--- src/rtl/stopwatch_if.sv ---
// Panel-side signal bundle for the stopwatch controller: raw buttons, live time in,
// commands, display time and status out.
interface stopwatch_if #(
    parameter int LAP_W = 4
);
    logic             btn_ss;
    logic             btn_lap;
    logic [5:0]       sw_seconds;
    logic [5:0]       sw_minutes;
    logic             sw_start;
    logic             sw_stop;
    logic             sw_reset;
    logic [5:0]       disp_seconds;
    logic [5:0]       disp_minutes;
    logic [LAP_W-1:0] lap_count;
    logic [1:0]       state;

    modport master (
        input  btn_ss, btn_lap, sw_seconds, sw_minutes,
        output sw_start, sw_stop, sw_reset, disp_seconds, disp_minutes, lap_count, state
    );

    modport slave (
        output btn_ss, btn_lap, sw_seconds, sw_minutes,
        input  sw_start, sw_stop, sw_reset, disp_seconds, disp_minutes, lap_count, state
    );
endinterface

--- src/rtl/stopwatch_ctrl.sv ---
// Stopwatch front-panel controller: button sync/debounce, run/pause/lap sequencing,
// single-cycle stopwatch commands, lap capture and display source selection.
//
//   state    | meaning
//   IDLE     | cleared, waiting for start
//   RUNNING  | stopwatch counting, display follows live time
//   PAUSED   | stopwatch stopped, lap button clears
//   LAP_HOLD | stopwatch counting, display frozen on last lap
module stopwatch_ctrl #(
    parameter int DEBOUNCE_CYCLES = 4,
    parameter int DB_W            = 8,
    parameter int LAP_W           = 4
) (
    input logic        clk,
    input logic        reset,
    stopwatch_if.master bus
);
    typedef enum logic [1:0] {
        IDLE     = 2'b00,
        RUNNING  = 2'b01,
        PAUSED   = 2'b10,
        LAP_HOLD = 2'b11
    } state_t;

    state_t state_q, state_d;

    // bit 0 = start/stop button, bit 1 = lap/reset button
    logic [1:0]      raw;
    logic [1:0]      sync1, sync2;
    logic [1:0]      deb, deb_d;
    logic [DB_W-1:0] db_cnt [2];
    logic [1:0]      press;
    logic            ev_ss, ev_lap;

    logic             start_q, stop_q, clr_q;
    logic             start_d, stop_d, clr_d;
    logic             capture, clear_laps;
    logic [5:0]       live_sec, live_min;
    logic [5:0]       lap_sec, lap_min;
    logic [LAP_W-1:0] lap_cnt;

    assign raw    = {bus.btn_lap, bus.btn_ss};
    assign press  = deb & ~deb_d;
    assign ev_ss  = press[0];
    assign ev_lap = press[1];

    always_ff @(posedge clk) begin
        if (reset) begin
            sync1 <= '0;
            sync2 <= '0;
            deb   <= '0;
            deb_d <= '0;
            for (int i = 0; i < 2; i++) begin
                db_cnt[i] <= '0;
            end
        end else begin
            sync1 <= raw;
            sync2 <= sync1;
            deb_d <= deb;
            for (int i = 0; i < 2; i++) begin
                if (sync2[i] != deb[i]) begin
                    if (db_cnt[i] == DB_W'(DEBOUNCE_CYCLES - 1)) begin
                        deb[i]    <= sync2[i];
                        db_cnt[i] <= '0;
                    end else begin
                        db_cnt[i] <= db_cnt[i] + 1'b1;
                    end
                end else begin
                    db_cnt[i] <= '0;
                end
            end
        end
    end

    // start/stop has priority; a lap event in the same cycle is dropped
    always_comb begin
        state_d    = state_q;
        start_d    = 1'b0;
        stop_d     = 1'b0;
        clr_d      = 1'b0;
        capture    = 1'b0;
        clear_laps = 1'b0;
        case (state_q)
            IDLE: begin
                if (ev_ss) begin
                    start_d = 1'b1;
                    state_d = RUNNING;
                end
            end
            RUNNING: begin
                if (ev_ss) begin
                    stop_d  = 1'b1;
                    state_d = PAUSED;
                end else if (ev_lap) begin
                    capture = 1'b1;
                    state_d = LAP_HOLD;
                end
            end
            LAP_HOLD: begin
                if (ev_ss) begin
                    stop_d  = 1'b1;
                    state_d = PAUSED;
                end else if (ev_lap) begin
                    state_d = RUNNING;
                end
            end
            PAUSED: begin
                if (ev_ss) begin
                    start_d = 1'b1;
                    state_d = RUNNING;
                end else if (ev_lap) begin
                    clr_d      = 1'b1;
                    clear_laps = 1'b1;
                    state_d    = IDLE;
                end
            end
            default: state_d = IDLE;
        endcase
    end

    always_ff @(posedge clk) begin
        if (reset) begin
            state_q  <= IDLE;
            start_q  <= 1'b0;
            stop_q   <= 1'b0;
            clr_q    <= 1'b0;
            live_sec <= '0;
            live_min <= '0;
            lap_sec  <= '0;
            lap_min  <= '0;
            lap_cnt  <= '0;
        end else begin
            state_q  <= state_d;
            start_q  <= start_d;
            stop_q   <= stop_d;
            clr_q    <= clr_d;
            live_sec <= bus.sw_seconds;
            live_min <= bus.sw_minutes;
            if (clear_laps) begin
                lap_sec <= '0;
                lap_min <= '0;
                lap_cnt <= '0;
            end else if (capture) begin
                lap_sec <= bus.sw_seconds;
                lap_min <= bus.sw_minutes;
                if (lap_cnt != '1) begin
                    lap_cnt <= lap_cnt + 1'b1;
                end
            end
        end
    end

    assign bus.sw_start     = start_q;
    assign bus.sw_stop      = stop_q;
    assign bus.sw_reset     = clr_q;
    assign bus.state        = state_q;
    assign bus.lap_count    = lap_cnt;
    assign bus.disp_seconds = (state_q == LAP_HOLD) ? lap_sec : live_sec;
    assign bus.disp_minutes = (state_q == LAP_HOLD) ? lap_min : live_min;
endmodule

--- src/flat_wrapper.sv ---
// flat-port wrapper written by rule: the top's interface ports become plain ports
module stopwatch_ctrl_flat 
#(
    parameter int DEBOUNCE_CYCLES = 4,
    parameter int DB_W            = 8,
    parameter int LAP_W           = 4
)
  (clk, reset, bus_btn_ss, bus_btn_lap, bus_sw_seconds, bus_sw_minutes, bus_sw_start, bus_sw_stop, bus_sw_reset, bus_disp_seconds, bus_disp_minutes, bus_lap_count, bus_state);
  stopwatch_if #(.LAP_W(LAP_W)) bus_i ();
  input logic clk;
  input logic reset;
  input wire logic [$bits(bus_i.btn_ss)-1:0] bus_btn_ss;
  input wire logic [$bits(bus_i.btn_lap)-1:0] bus_btn_lap;
  input wire logic [$bits(bus_i.sw_seconds)-1:0] bus_sw_seconds;
  input wire logic [$bits(bus_i.sw_minutes)-1:0] bus_sw_minutes;
  output wire logic [$bits(bus_i.sw_start)-1:0] bus_sw_start;
  output wire logic [$bits(bus_i.sw_stop)-1:0] bus_sw_stop;
  output wire logic [$bits(bus_i.sw_reset)-1:0] bus_sw_reset;
  output wire logic [$bits(bus_i.disp_seconds)-1:0] bus_disp_seconds;
  output wire logic [$bits(bus_i.disp_minutes)-1:0] bus_disp_minutes;
  output wire logic [$bits(bus_i.lap_count)-1:0] bus_lap_count;
  output wire logic [$bits(bus_i.state)-1:0] bus_state;
  assign bus_i.btn_ss = bus_btn_ss;
  assign bus_i.btn_lap = bus_btn_lap;
  assign bus_i.sw_seconds = bus_sw_seconds;
  assign bus_i.sw_minutes = bus_sw_minutes;
  assign bus_sw_start = bus_i.sw_start;
  assign bus_sw_stop = bus_i.sw_stop;
  assign bus_sw_reset = bus_i.sw_reset;
  assign bus_disp_seconds = bus_i.disp_seconds;
  assign bus_disp_minutes = bus_i.disp_minutes;
  assign bus_lap_count = bus_i.lap_count;
  assign bus_state = bus_i.state;
  stopwatch_ctrl #(.DEBOUNCE_CYCLES(DEBOUNCE_CYCLES), .DB_W(DB_W), .LAP_W(LAP_W)) u_core (.clk(clk), .reset(reset), .bus(bus_i));
endmodule
--- config.mk ---
export PLATFORM = sky130hd
export DESIGN_NAME = stopwatch_ctrl_flat
export DESIGN_NICKNAME = d
export VERILOG_FILES = /design/src/rtl/stopwatch_if.sv /design/src/rtl/stopwatch_ctrl.sv /design/src/flat_wrapper.sv
export SDC_FILE = /design/constraint.sdc
export NUM_CORES = 1
export LEC_CHECK = 0
export ABC_CLOCK_PERIOD_IN_PS = 2100
export CAP_MARGIN = 20
export CORE_MARGIN = 8
export CORE_UTILIZATION = 56
export CTS_BUF_LIST = sky130_fd_sc_hd__clkbuf_4 sky130_fd_sc_hd__clkbuf_8
export CTS_CLUSTER_DIAMETER = 80
export DETAILED_ROUTE_END_ITERATION = 10
export GPL_TIMING_DRIVEN = 1
export PLACE_DENSITY = 0.92
export SLEW_MARGIN = 20
export SYNTH_ARGS = -nofsm -noshare
export SYNTH_HDL_FRONTEND = slang
export SYNTH_SLANG_ARGS = --single-unit
export TNS_END_PERCENT = 1
--- constraint.sdc ---
create_clock -name clk -period 2.1 [get_ports clk]
set_clock_uncertainty 0.05 [all_clocks]
set_input_delay 0.21 -clock clk [delete_from_list [all_inputs] [get_ports clk]]
set_output_delay 0.21 -clock clk [all_outputs]
set_load 0.1 [all_outputs]
==> results.md <==
| Quantity | This run |
| --- | --- |
| Switching power | 635 uW |
| Buffers added on ports | 36 |
| Placeable core region | 4350 sq um |
| Rows | 24 |
| Count of pins on the block boundary | 37 |
| Highest ir drop seen on vdd | 0.504 mV |
| Reg-to-reg critical path endpoint | u_core.db_cnt[1][2] |
| Number of distinct library cell variants in the gate-level netlist after synthesis | 38 |
| Number of cells in the finished layout apart from fillers | 363 |
| Class of the most critical hold timing path | in2reg |
| Worst Setup Slack, final | 233 ps |
| Netlist area before placement | 2530 sq um |
| Clock root cell | sky130_fd_sc_hd__clkbuf_8 |
| Post-CTS Hold Buffers | 0 |
| Unrepaired setup endpoints after global routing | false |
| Worst setup path startpoint | u_core.db_cnt[1][0] |
| Horiz. Die Dim | 83.2 um |
| Clock tree from TritonCTS | built |
| Outcome | complete, no violations |
| P&R area growth vs syn | 32.8% |
| Wire length per cell after detailed routing | 17.7 um |
| Average size of a mapped cell | 10.1 sq um |
| First-pass DRT Iterations | 4 |
| Post-synthesis sequential area ratio | 51.4% |
| Die outline height | 83.2 um |
| Count of maximum capacitance violations | 0 |
| Share of post-route cells with drive strength above 1 | 20.6% |
| Slew at the pin closest to its max-slew limit | 694 ps |
| Yosys Warn Count | 0 |
| Via count of the first global-routing pass | 2195 |
| Clock slew at reported path FFs | 60 ps |
| Fraction of registers with async set or reset after synthesis | 0% |
| Count of buffers added by post-CTS timing repair for setup | 0 |
| Largest net degree at the start of global routing | 27 |
| Count of vias placed by the detailed router | 2159 |
| Data arrival, critical path | 1910 ps |
| GR Util All Layers | 18.3% |
| Total number of nets in the final design | 325 |
| Part of the power in registers | 43.5% |
| Initial Util | 58.2% |
| Diodes inserted | 0 |
| Combinational share of power | 9.6% |
| Placed wire-length estimate after detailed placement | 3920 um |
| Number of vias per cell | 5.95 |
| Count of endpoints failing setup in the final report | 0 |
| Wire length of the first global-routing pass | 10400 um |
| Dominant register cell in the synthesized netlist | sky130_fd_sc_hd__dfxtp_1 |
| Maximum clock insertion buffer count | 2 |
| Number of gates resized after cts | 0 |
| Global route overflow | 0 |
| Clock insertion delay at the later pin of the skew report | 340 ps |
| Final critical-path share of the clock period | 88.9% |
| Reg2reg setup slack | 230 ps |
| Synthesized instance count | 250 |
| EDFF count, synth | 16 |
| P_int | 2.08 mW |
| Routed Wire Length | 6420 um |
| Placed instance count | 347 |
| Die Area | 6930 sq um |
| Worst Setup End Kind | register |
| Startpoint of the tightest hold check path | bus_btn_ss |
| Kind of critical path | reg2reg |
| Reg-to-Reg Start | u_core.db_cnt[1][0] |
| Total power density per cell area | 807 nW/um^2 |
| Worst min-delay path endpoint | u_core.sync1[0] |
| Leakage power | 1.24 nW |
| Number of routed nets with antenna violations | 0 |
| Worst slew margin | 53.7% |
| Pre-CTS setup slack | 233 ps |
| Clock group share of total power | 46.9% |
| Required @ worst endpoint | 2140 ps |
| CTS H-Tree Depth | 3 |
| Slew Limit Fails | 0 |
| Worst hold path depth | 2 |
| Number of clock sinks | 57 |
| Fmax | 536 MHz |
| Initial antenna violation count | 0 |
| Post-route minimum period | 1870 ps |
| Starting DRC count in detailed routing | 198 |
| Depth of the most critical reg-to-reg path | 5 |
| Top fanout value on the critical path | 7 |
| Net switching share of the total power | 23.4% |
| Final Hold Violating Endpoints | 0 |
| DRC violations left | 0 |
| Total CTS buffers | 9 |
| Startpoint Class | register |
| Weighted congestion at the end of routability-driven global placement | 0.808 |
| Total of flip-flops plus latches after synthesis | 57 |
[worst max path at each step]
stage / to / slack, ps / cells after the start
CTS: u_core.db_cnt[1][2] / 220 / 5
global placement: u_core.db_cnt[0][2] / 310 / 5
detailed placement: u_core.db_cnt[1][2] / 230 / 5
finish: u_core.db_cnt[1][2] / 230 / 5
global route: u_core.db_cnt[0][2] / 90 / 5
floorplan: bus_disp_minutes[0] / -40 / 4
[synthesized netlist by cell type (all sizes together), types with 7 or more instances]
library cell | count | area, sq um
dfxtp | 41 | 821
a21oi | 22 | 110
clkbuf | 10 | 37.5
nor2b | 19 | 119
nand3 | 10 | 50.1
nor2 | 11 | 41.3
nand4 | 14 | 87.6
nand2 | 7 | 26.3
mux2 | 12 | 135
edfxtp | 16 | 480
o31ai | 14 | 119
o21ai | 9 | 45.0
or3 | 10 | 62.6
inv | 9 | 33.8
[sequential cells by signal, summed over array words and instances (netlist names)]
| name | flops |
|---|---|
| u_core.sync1 | 2 |
| u_core.live_min | 6 |
| u_core.sync2 | 2 |
| u_core.live_sec | 6 |
| u_core.bus.sw_start | 1 |
| u_core.lap_sec | 6 |
| u_core.deb_d | 2 |
| u_core.bus.sw_reset | 1 |
| u_core.bus.state | 2 |
| u_core.lap_min | 6 |
| u_core.bus.lap_count | 4 |
| u_core.db_cnt | 16 |
| u_core.bus.sw_stop | 1 |
| u_core.deb | 2 |
[kinds of logic after synthesis]
logic type	after synthesis	synth area share, %
compound gates	53	13.7
xor+xnor	8	2.77
fa+ha+maj	3	1.48
buf+inv	26	4.25
flops	57	51.4
mux	14	6.13
other cells	1	0.148
simple gates	88	20.1
[power groups by stage]
| stage | sequential [mW] | combinational (mW) | clock (mW) |
|---|---|---|---|
| after floorplan | 1.20 | 0.154 | 0 |
| after global placement | 1.20 | 0.254 | 0 |
| after global routing | 1.18 | 0.274 | 1.33 |
| final | 1.18 | 0.261 | 1.27 |
| after detailed placement | 1.20 | 0.258 | 0 |
| after CTS | 1.18 | 0.261 | 1.28 |
[critical path: stages (launching register included)]
cell and delay [ps]:
sky130_fd_sc_hd__edfxtp_1 410, sky130_fd_sc_hd__ha_1 240, sky130_fd_sc_hd__or4b_1 500, sky130_fd_sc_hd__o211ai_1 190, sky130_fd_sc_hd__buf_4 170, sky130_fd_sc_hd__nor2_1 60
[metal layers]
| metal | track usage, % | share of wire, % | vias up | wire, um |
|---|---|---|---|---|
| li1 | - | - | 1010 | - |
| met2 | 30.0 | 50 | 95 | 3190 |
| met3 | 7.13 | 7.0 | 18 | 451 |
| met5 | 0 | 0 | - | 0 |
| met1 | 19.7 | 40 | 1036 | 2560 |
| met4 | 10.5 | 3.3 | 0 | 209 |
[per-stage QoR]
stage               setup TNS [ps]  power [mW]  instance area [sq um]  utilization, %  hold slack [ps]
floorplan                     -362        1.35                   2590               -              288
global placement                 0        1.45                   3120            71.6              368
detailed placement               0        1.46                   3120            71.6              373
CTS                              0        2.72                   3360            77.2              368
global route                     0        2.79                   3360            77.2              386
finish                           0        2.71                   3360            77.2              378
[cells in the final DEF (no fill, tap or decap), types with 5 or more instances in the layout]
cell                               n
sky130_fd_sc_hd__dfxtp_1          39
sky130_fd_sc_hd__edfxtp_1         16
sky130_fd_sc_hd__conb_1           16
sky130_fd_sc_hd__nor3_1            5
sky130_fd_sc_hd__nor2_1           11
sky130_fd_sc_hd__mux2_2           12
sky130_fd_sc_hd__a21oi_1          22
sky130_fd_sc_hd__xor2_1            6
sky130_fd_sc_hd__buf_12           12
sky130_fd_sc_hd__nor2b_1          19
sky130_fd_sc_hd__inv_1             9
sky130_fd_sc_hd__or3_1            10
sky130_fd_sc_hd__o21ai_0           9
sky130_fd_sc_hd__o31ai_1          13
sky130_fd_sc_hd__nand4_1          14
sky130_fd_sc_hd__buf_4            19
sky130_fd_sc_hd__nand3_1          10
sky130_fd_sc_hd__clkbuf_8         10
sky130_fd_sc_hd__nand2_1           7
sky130_fd_sc_hd__clkdlybuf4s50_1  15
[final cells by class]
type	instances	area (sq um)
Clock buffer	10	138
Clock inverter	6	105
Fill cell	271	992
Inverter	10	37.5
Multi-Input combinational cell	182	1180
Sequential cell	57	1300
Tap cell	52	65.1
Timing Repair Buffer	46	533
No activity file was read; power rests on OpenSTA's default activity.
